**src/rtl/mem_access_ctrl.sv**
```systemverilog
// Data-memory access sequencer: req/ack handshake, store lane steering, load extension, bus timeout.
// Optional misalignment check enabled by defining MEM_ALIGN_CHK_EN (adds the align_err output).
module mem_access_ctrl #(
   parameter int unsigned TIMEOUT = 16,
   parameter int unsigned CNT_W   = 5
) (
   input  logic        clk,
   input  logic        reset,
   input  logic        req_valid,
   input  logic        req_we,
   input  logic [2:0]  req_op,
   input  logic [31:0] req_addr,
   input  logic [31:0] req_wdata,
   output logic        stall,
   output logic        rsp_valid,
   output logic [31:0] rsp_rdata,
   output logic        rsp_err,
`ifdef MEM_ALIGN_CHK_EN
   output logic        align_err,
`endif
   output logic        mem_req,
   output logic        mem_we,
   output logic [31:0] mem_addr,
   output logic [3:0]  mem_be,
   output logic [31:0] mem_wdata,
   input  logic        mem_ack,
   input  logic [31:0] mem_rdata
);

   typedef enum logic [1:0] {
      ST_IDLE = 2'd0,
      ST_BUSY = 2'd1,
      ST_DONE = 2'd2
   } state_t;

   localparam logic [2:0] OP_BU = 3'd1;
   localparam logic [2:0] OP_B  = 3'd2;
   localparam logic [2:0] OP_HU = 3'd3;
   localparam logic [2:0] OP_H  = 3'd4;

   localparam bit               TMO_EN   = (TIMEOUT != 32'd0);
   localparam logic [CNT_W-1:0] TMO_TERM = CNT_W'(TIMEOUT - 32'd1);
   localparam logic [CNT_W-1:0] CNT_ONE  = {{(CNT_W-1){1'b0}}, 1'b1};

   state_t           state_r;
   state_t           state_nxt_s;
   logic [CNT_W-1:0] cnt_r;
   logic             we_r;
   logic [2:0]       op_r;
   logic [1:0]       addr_lo_r;
   logic             accept_s;
   logic             ack_done_s;
   logic             tmo_s;
   logic             mis_s;
   logic             mis_chk_s;
   logic             tmo_hit_s;

   function automatic logic [3:0] calc_be(input logic [2:0] op, input logic [1:0] a);
      logic [3:0] be;
      case (op)
         OP_BU, OP_B: be = 4'b0001 << a;
         OP_HU, OP_H: be = a[1] ? 4'b1100 : 4'b0011;
         default:     be = 4'b1111;
      endcase
      return be;
   endfunction

   function automatic logic [31:0] calc_wdata(input logic [2:0] op, input logic [31:0] w);
      logic [31:0] d;
      case (op)
         OP_BU, OP_B: d = {4{w[7:0]}};
         OP_HU, OP_H: d = {2{w[15:0]}};
         default:     d = w;
      endcase
      return d;
   endfunction

   function automatic logic [31:0] load_ext(input logic [2:0] op, input logic [1:0] a,
                                            input logic [31:0] word);
      logic [31:0] sh;
      logic [15:0] hw;
      logic [31:0] r;
      sh = word >> {a, 3'b000};
      hw = a[1] ? word[31:16] : word[15:0];
      case (op)
         OP_B:    r = {{24{sh[7]}}, sh[7:0]};
         OP_BU:   r = {24'd0, sh[7:0]};
         OP_H:    r = {{16{hw[15]}}, hw};
         OP_HU:   r = {16'd0, hw};
         default: r = word;
      endcase
      return r;
   endfunction

`ifdef MEM_ALIGN_CHK_EN
   function automatic logic misaligned(input logic [2:0] op, input logic [1:0] a);
      logic m;
      case (op)
         OP_BU, OP_B: m = 1'b0;
         OP_HU, OP_H: m = a[0];
         default:     m = (a != 2'b00);
      endcase
      return m;
   endfunction

   assign mis_chk_s = misaligned(req_op, req_addr[1:0]);
`else
   assign mis_chk_s = 1'b0;
`endif

   // Ack in the same cycle as the terminal count takes priority over the timeout.
   assign tmo_hit_s = TMO_EN && (cnt_r == TMO_TERM);

   // The pipeline advances in DONE; reset forces the stall low immediately.
   assign stall = ~reset & (((state_r == ST_IDLE) & req_valid) | (state_r == ST_BUSY));

   // Next-state and transition qualifiers
   always_comb begin
      state_nxt_s = state_r;
      accept_s    = 1'b0;
      ack_done_s  = 1'b0;
      tmo_s       = 1'b0;
      mis_s       = 1'b0;
      case (state_r)
         ST_IDLE: begin
            if (req_valid && mis_chk_s) begin
               state_nxt_s = ST_DONE;
               mis_s       = 1'b1;
            end else if (req_valid) begin
               state_nxt_s = ST_BUSY;
               accept_s    = 1'b1;
            end else begin
               state_nxt_s = ST_IDLE;
            end
         end
         ST_BUSY: begin
            if (mem_ack) begin
               state_nxt_s = ST_DONE;
               ack_done_s  = 1'b1;
            end else if (tmo_hit_s) begin
               state_nxt_s = ST_DONE;
               tmo_s       = 1'b1;
            end else begin
               state_nxt_s = ST_BUSY;
            end
         end
         ST_DONE: state_nxt_s = ST_IDLE;
         default: state_nxt_s = ST_IDLE;
      endcase
   end

   // State register and BUSY-cycle counter
   always_ff @(posedge clk or posedge reset) begin
      if (reset) begin
         state_r <= ST_IDLE;
         cnt_r   <= {CNT_W{1'b0}};
      end else begin
         state_r <= state_nxt_s;
         if ((state_r == ST_BUSY) && !mem_ack) begin
            cnt_r <= cnt_r + CNT_ONE;
         end else if (state_r == ST_DONE) begin
            cnt_r <= {CNT_W{1'b0}};
         end else begin
            cnt_r <= cnt_r;
         end
      end
   end

   // Request fields needed after acceptance for load extension
   always_ff @(posedge clk or posedge reset) begin
      if (reset) begin
         we_r      <= 1'b0;
         op_r      <= 3'd0;
         addr_lo_r <= 2'b00;
      end else if (accept_s) begin
         we_r      <= req_we;
         op_r      <= req_op;
         addr_lo_r <= req_addr[1:0];
      end else begin
         we_r      <= we_r;
         op_r      <= op_r;
         addr_lo_r <= addr_lo_r;
      end
   end

   // Memory-side request outputs, launched on acceptance and held until ack or timeout
   always_ff @(posedge clk or posedge reset) begin
      if (reset) begin
         mem_req   <= 1'b0;
         mem_we    <= 1'b0;
         mem_addr  <= 32'd0;
         mem_be    <= 4'b0000;
         mem_wdata <= 32'd0;
      end else if (accept_s) begin
         mem_req   <= 1'b1;
         mem_we    <= req_we;
         mem_addr  <= {req_addr[31:2], 2'b00};
         mem_be    <= calc_be(req_op, req_addr[1:0]);
         mem_wdata <= calc_wdata(req_op, req_wdata);
      end else if (ack_done_s || tmo_s) begin
         mem_req   <= 1'b0;
         mem_we    <= mem_we;
         mem_addr  <= mem_addr;
         mem_be    <= mem_be;
         mem_wdata <= mem_wdata;
      end else begin
         mem_req   <= mem_req;
         mem_we    <= mem_we;
         mem_addr  <= mem_addr;
         mem_be    <= mem_be;
         mem_wdata <= mem_wdata;
      end
   end

   // Response outputs: valid only during the DONE cycle, data zero otherwise
   always_ff @(posedge clk or posedge reset) begin
      if (reset) begin
         rsp_valid <= 1'b0;
         rsp_rdata <= 32'd0;
         rsp_err   <= 1'b0;
      end else begin
         rsp_valid <= (state_nxt_s == ST_DONE);
         rsp_err   <= tmo_s | mis_s;
         if (ack_done_s && !we_r) begin
            rsp_rdata <= load_ext(op_r, addr_lo_r, mem_rdata);
         end else begin
            rsp_rdata <= 32'd0;
         end
      end
   end

`ifdef MEM_ALIGN_CHK_EN
   // Misalignment flag pulses alongside the error response
   always_ff @(posedge clk or posedge reset) begin
      if (reset) begin
         align_err <= 1'b0;
      end else begin
         align_err <= mis_s;
      end
   end
`endif

endmodule

```
**config.mk**
```make
export PLATFORM = sky130hd
export DESIGN_NAME = mem_access_ctrl
export DESIGN_NICKNAME = d
export VERILOG_FILES = /design/src/rtl/mem_access_ctrl.sv
export SDC_FILE = /design/constraint.sdc
export NUM_CORES = 1
export LEC_CHECK = 0
export ABC_CLOCK_PERIOD_IN_PS = 7550
export CORE_MARGIN = 3
export CORE_UTILIZATION = 41
export CTS_CLUSTER_DIAMETER = 120
export DETAILED_ROUTE_END_ITERATION = 8
export PLACE_DENSITY = 0.78
export REMOVE_ABC_BUFFERS = 1
export SLEW_MARGIN = 20
export SYNTH_ARGS = -nofsm -noshare
export SYNTH_HDL_FRONTEND = slang
export SYNTH_SLANG_ARGS = --single-unit
export TNS_END_PERCENT = 50
```
**constraint.sdc**
```tcl
create_clock -name clk -period 7.55 [get_ports clk]
set_clock_uncertainty 0.05 [all_clocks]
set_input_delay 1.1325 -clock clk [delete_from_list [all_inputs] [get_ports clk]]
set_output_delay 1.1325 -clock clk [all_outputs]
set_load 0.01 [all_outputs]
```
==> results.ini <==
[status]
status=finished, final reports clean

[run]
drv_cap=0

[critical_path]
max_stage_delay_ns=0.56
path_max_fanout=3
slowest_stage=clkdlybuf4s50_1
required_ns=6.37
startpoint_type=input pin
timing.rr.start=addr_lo_r[1]$_DFFE_PP0P_
path_cells=clkdlybuf4s50_1 -> nor2_1 -> nor3_1 -> clkdlybuf4s50_1
worst_path_most_repeated_cell=clkdlybuf4s50_1
criticalPathCategory=input pin to primary output
crit_buf_inv=2
cp-startpoint=req_valid
cp-end-kind=primary output
crit_family=buffers and inverters
critPathArrivalTime_ns=2.37

[floorplan]
dieArea_sq_um=15100
start_util_pct=42.1
coreArea_sq_um=13300
fp.dieW_um=123
die_h_um=123
num_rows=42
ioPinCount=209

[yosys]
yosysSeqAreaShare_pct=50.9
synth_top_area_share_pct=50.9
async_reset_ff_share_pct=100
synth_top_cell_by_area=dfrtp_1
avgSynthCellArea_sq_um=11.0
synth_edf_count=0
synth.area.top_cells=dfrtp_1 51%, mux2_2 9.0%, a31oi_1 3.1%
ys_warn_count=0
ys_ff_latch=114
synth_cell_types=55
synthCells=511
syn_area_sq_um=5600
ys.flop_type=dfrtp_1

[final_layout]
syn_to_final_growth_pct=47.2
most-common-layout-cells=206 x clkdlybuf4s50_1, 114 x dfrtp_1, 45 x mux2_2
fillers=1059
drive_above_1_share_pct=14.3
final_common_cell=clkdlybuf4s50_1
diodes=0
nets=799

[sta]
drv_slew=0
period_needed_ns=3.56
clock.fmax_ghz=0.281
hold_viol_final=0
relSlewSlack_pct=32.6
period_share_pct=47.1
rsz0062_at_grt=no
tns_ns=0
worst_pin_slew_ns=1.01
setup_viol=0

[global_route]
grt_antenna_before_repair=0
grt-ovfl-total=0
grt_pass1_wl_um=25300
gr-usage-all-layers_pct=21.3
grt_max_degree=96
first_global_vias=4962

[cts]
clk_path_buf_depth=2
cts_root_buf=clkbuf_16
cts_made_buffers=17
clkTransAtPathRegs_ns=0.05
clkSinkCount=114
ctsResizeCount=0
cts_tree=built
clk_latency_ns=0.41
postCtsSetupRepairBufs=0
hold_buffers=0
cts_max_level=4

[pwr]
ir_drop_mv=0.161
p_leak_nw=3.28
power_density_nw_per_um2=288
power_mw=2.37

[place]
io_buffers=206
gp_congestion=0.831
dp_hpwl_um=11300

[drt]
routed_wl_um=16100
drt_iter0_drc=312
detail_route.first_pass.iterations=5
vias_per_cell=5.64
drcViolationCount=0
postRouteAntennaNets=0
vias=4966
avgRoutedWirePerCell_um=18.3

[min_path]
min_path_type=register to register
hp-start=mem_addr[20]$_DFFE_PP0P_

routing by layer:
layer	track usage (%)	wire length, um	vias up
met5	0	0	-
met4	8.82	263	0
met3	5.30	1180	26
met2	35.5	8080	192
met1	26.5	6570	2456
li1	-	-	2292
power by group:
group	internal [mW]	switching [mW]
sequential	0.750	0.114
clock	0.448	0.261
combinational	0.441	0.357
total	1.64	0.732
sequential cells by signal, indices dropped and copies added, names as in the netlist, 2 cells and up:
name       cells
mem_be         4
rsp_rdata     32
op_r           3
addr_lo_r      2
mem_addr      30
cnt_r          5
state_r        2
mem_wdata     32
synthesized netlist by cell type (8+ instances only):
library cell  number
dfrtp_1          114
mux2_2            45
nor2_1            36
a21oi_1           32
a31oi_1           28
clkbuf_1          25
nand3_1           18
o21ai_0           18
or3_1             18
a211oi_1          17
mux2i_1           16
nand3b_1          16
buf_2             15
o2111ai_1          8
o211ai_1           8
worst register-to-register path, cell delays in order (launching register included):
cell      delay (ns)
dfrtp_1         0.99
mux4_2          0.67
a211oi_4        0.67
a211oi_1        0.22
metrics by stage:
step | hold slack [ns] | utilization, % | worst slack (ns) | area [sq um] | std cells
floorplan | 0.423 | - | -0.650 | 5370 | 462
global placement | 0.439 | 57.9 | 3.97 | 7700 | 849
detailed placement | 0.444 | 57.9 | 3.91 | 7700 | 849
CTS | 0.455 | 61.8 | 3.98 | 8220 | 880
global route | 0.467 | 62.0 | 3.92 | 8240 | 881
finish | 0.452 | 62.0 | 3.99 | 8240 | 881
worst paths after layout:
kind,endpoint,slack (ns),cells past startpoint
setup / recovery,stall,3.99,4
hold / removal,mem_addr[20]$_DFFE_PP0P_,0.45,1
setup reg to reg,rsp_rdata[29]$_DFF_PP0_,4.78,3
hold reg to reg,mem_addr[20]$_DFFE_PP0P_,0.45,1
max in group asynchronous,mem_addr[13]$_DFFE_PP0P_,5.03,3
min in group asynchronous,rsp_valid$_DFF_PP0_,1.16,2
cell type report:
class	count	area [sq um]	area share, %
Inverter	7	28.8	0.349
Sequential cell	114	2850	34.6
Clock inverter	6	30.0	0.364
Clock buffer	25	495	6.01
Timing Repair Buffer	212	2110	25.6
Multi-Input combinational cell	341	2500	30.4
Tap cell	176	220	2.67
kinds of logic after synthesis:
family                     Yosys count  synth area share [%]
AOI/OAI and AO/OA                  154                  19.1
xor gates and xnor gates             3                 0.469
adders and majority gates            2                 0.447
buffers and inverters               57                  4.65
DFF                                114                  50.9
muxes                               62                  12.3
other                                1                0.0670
and+or+nand+nor                    118                  12.0
Power figures use the tool's default switching activity.
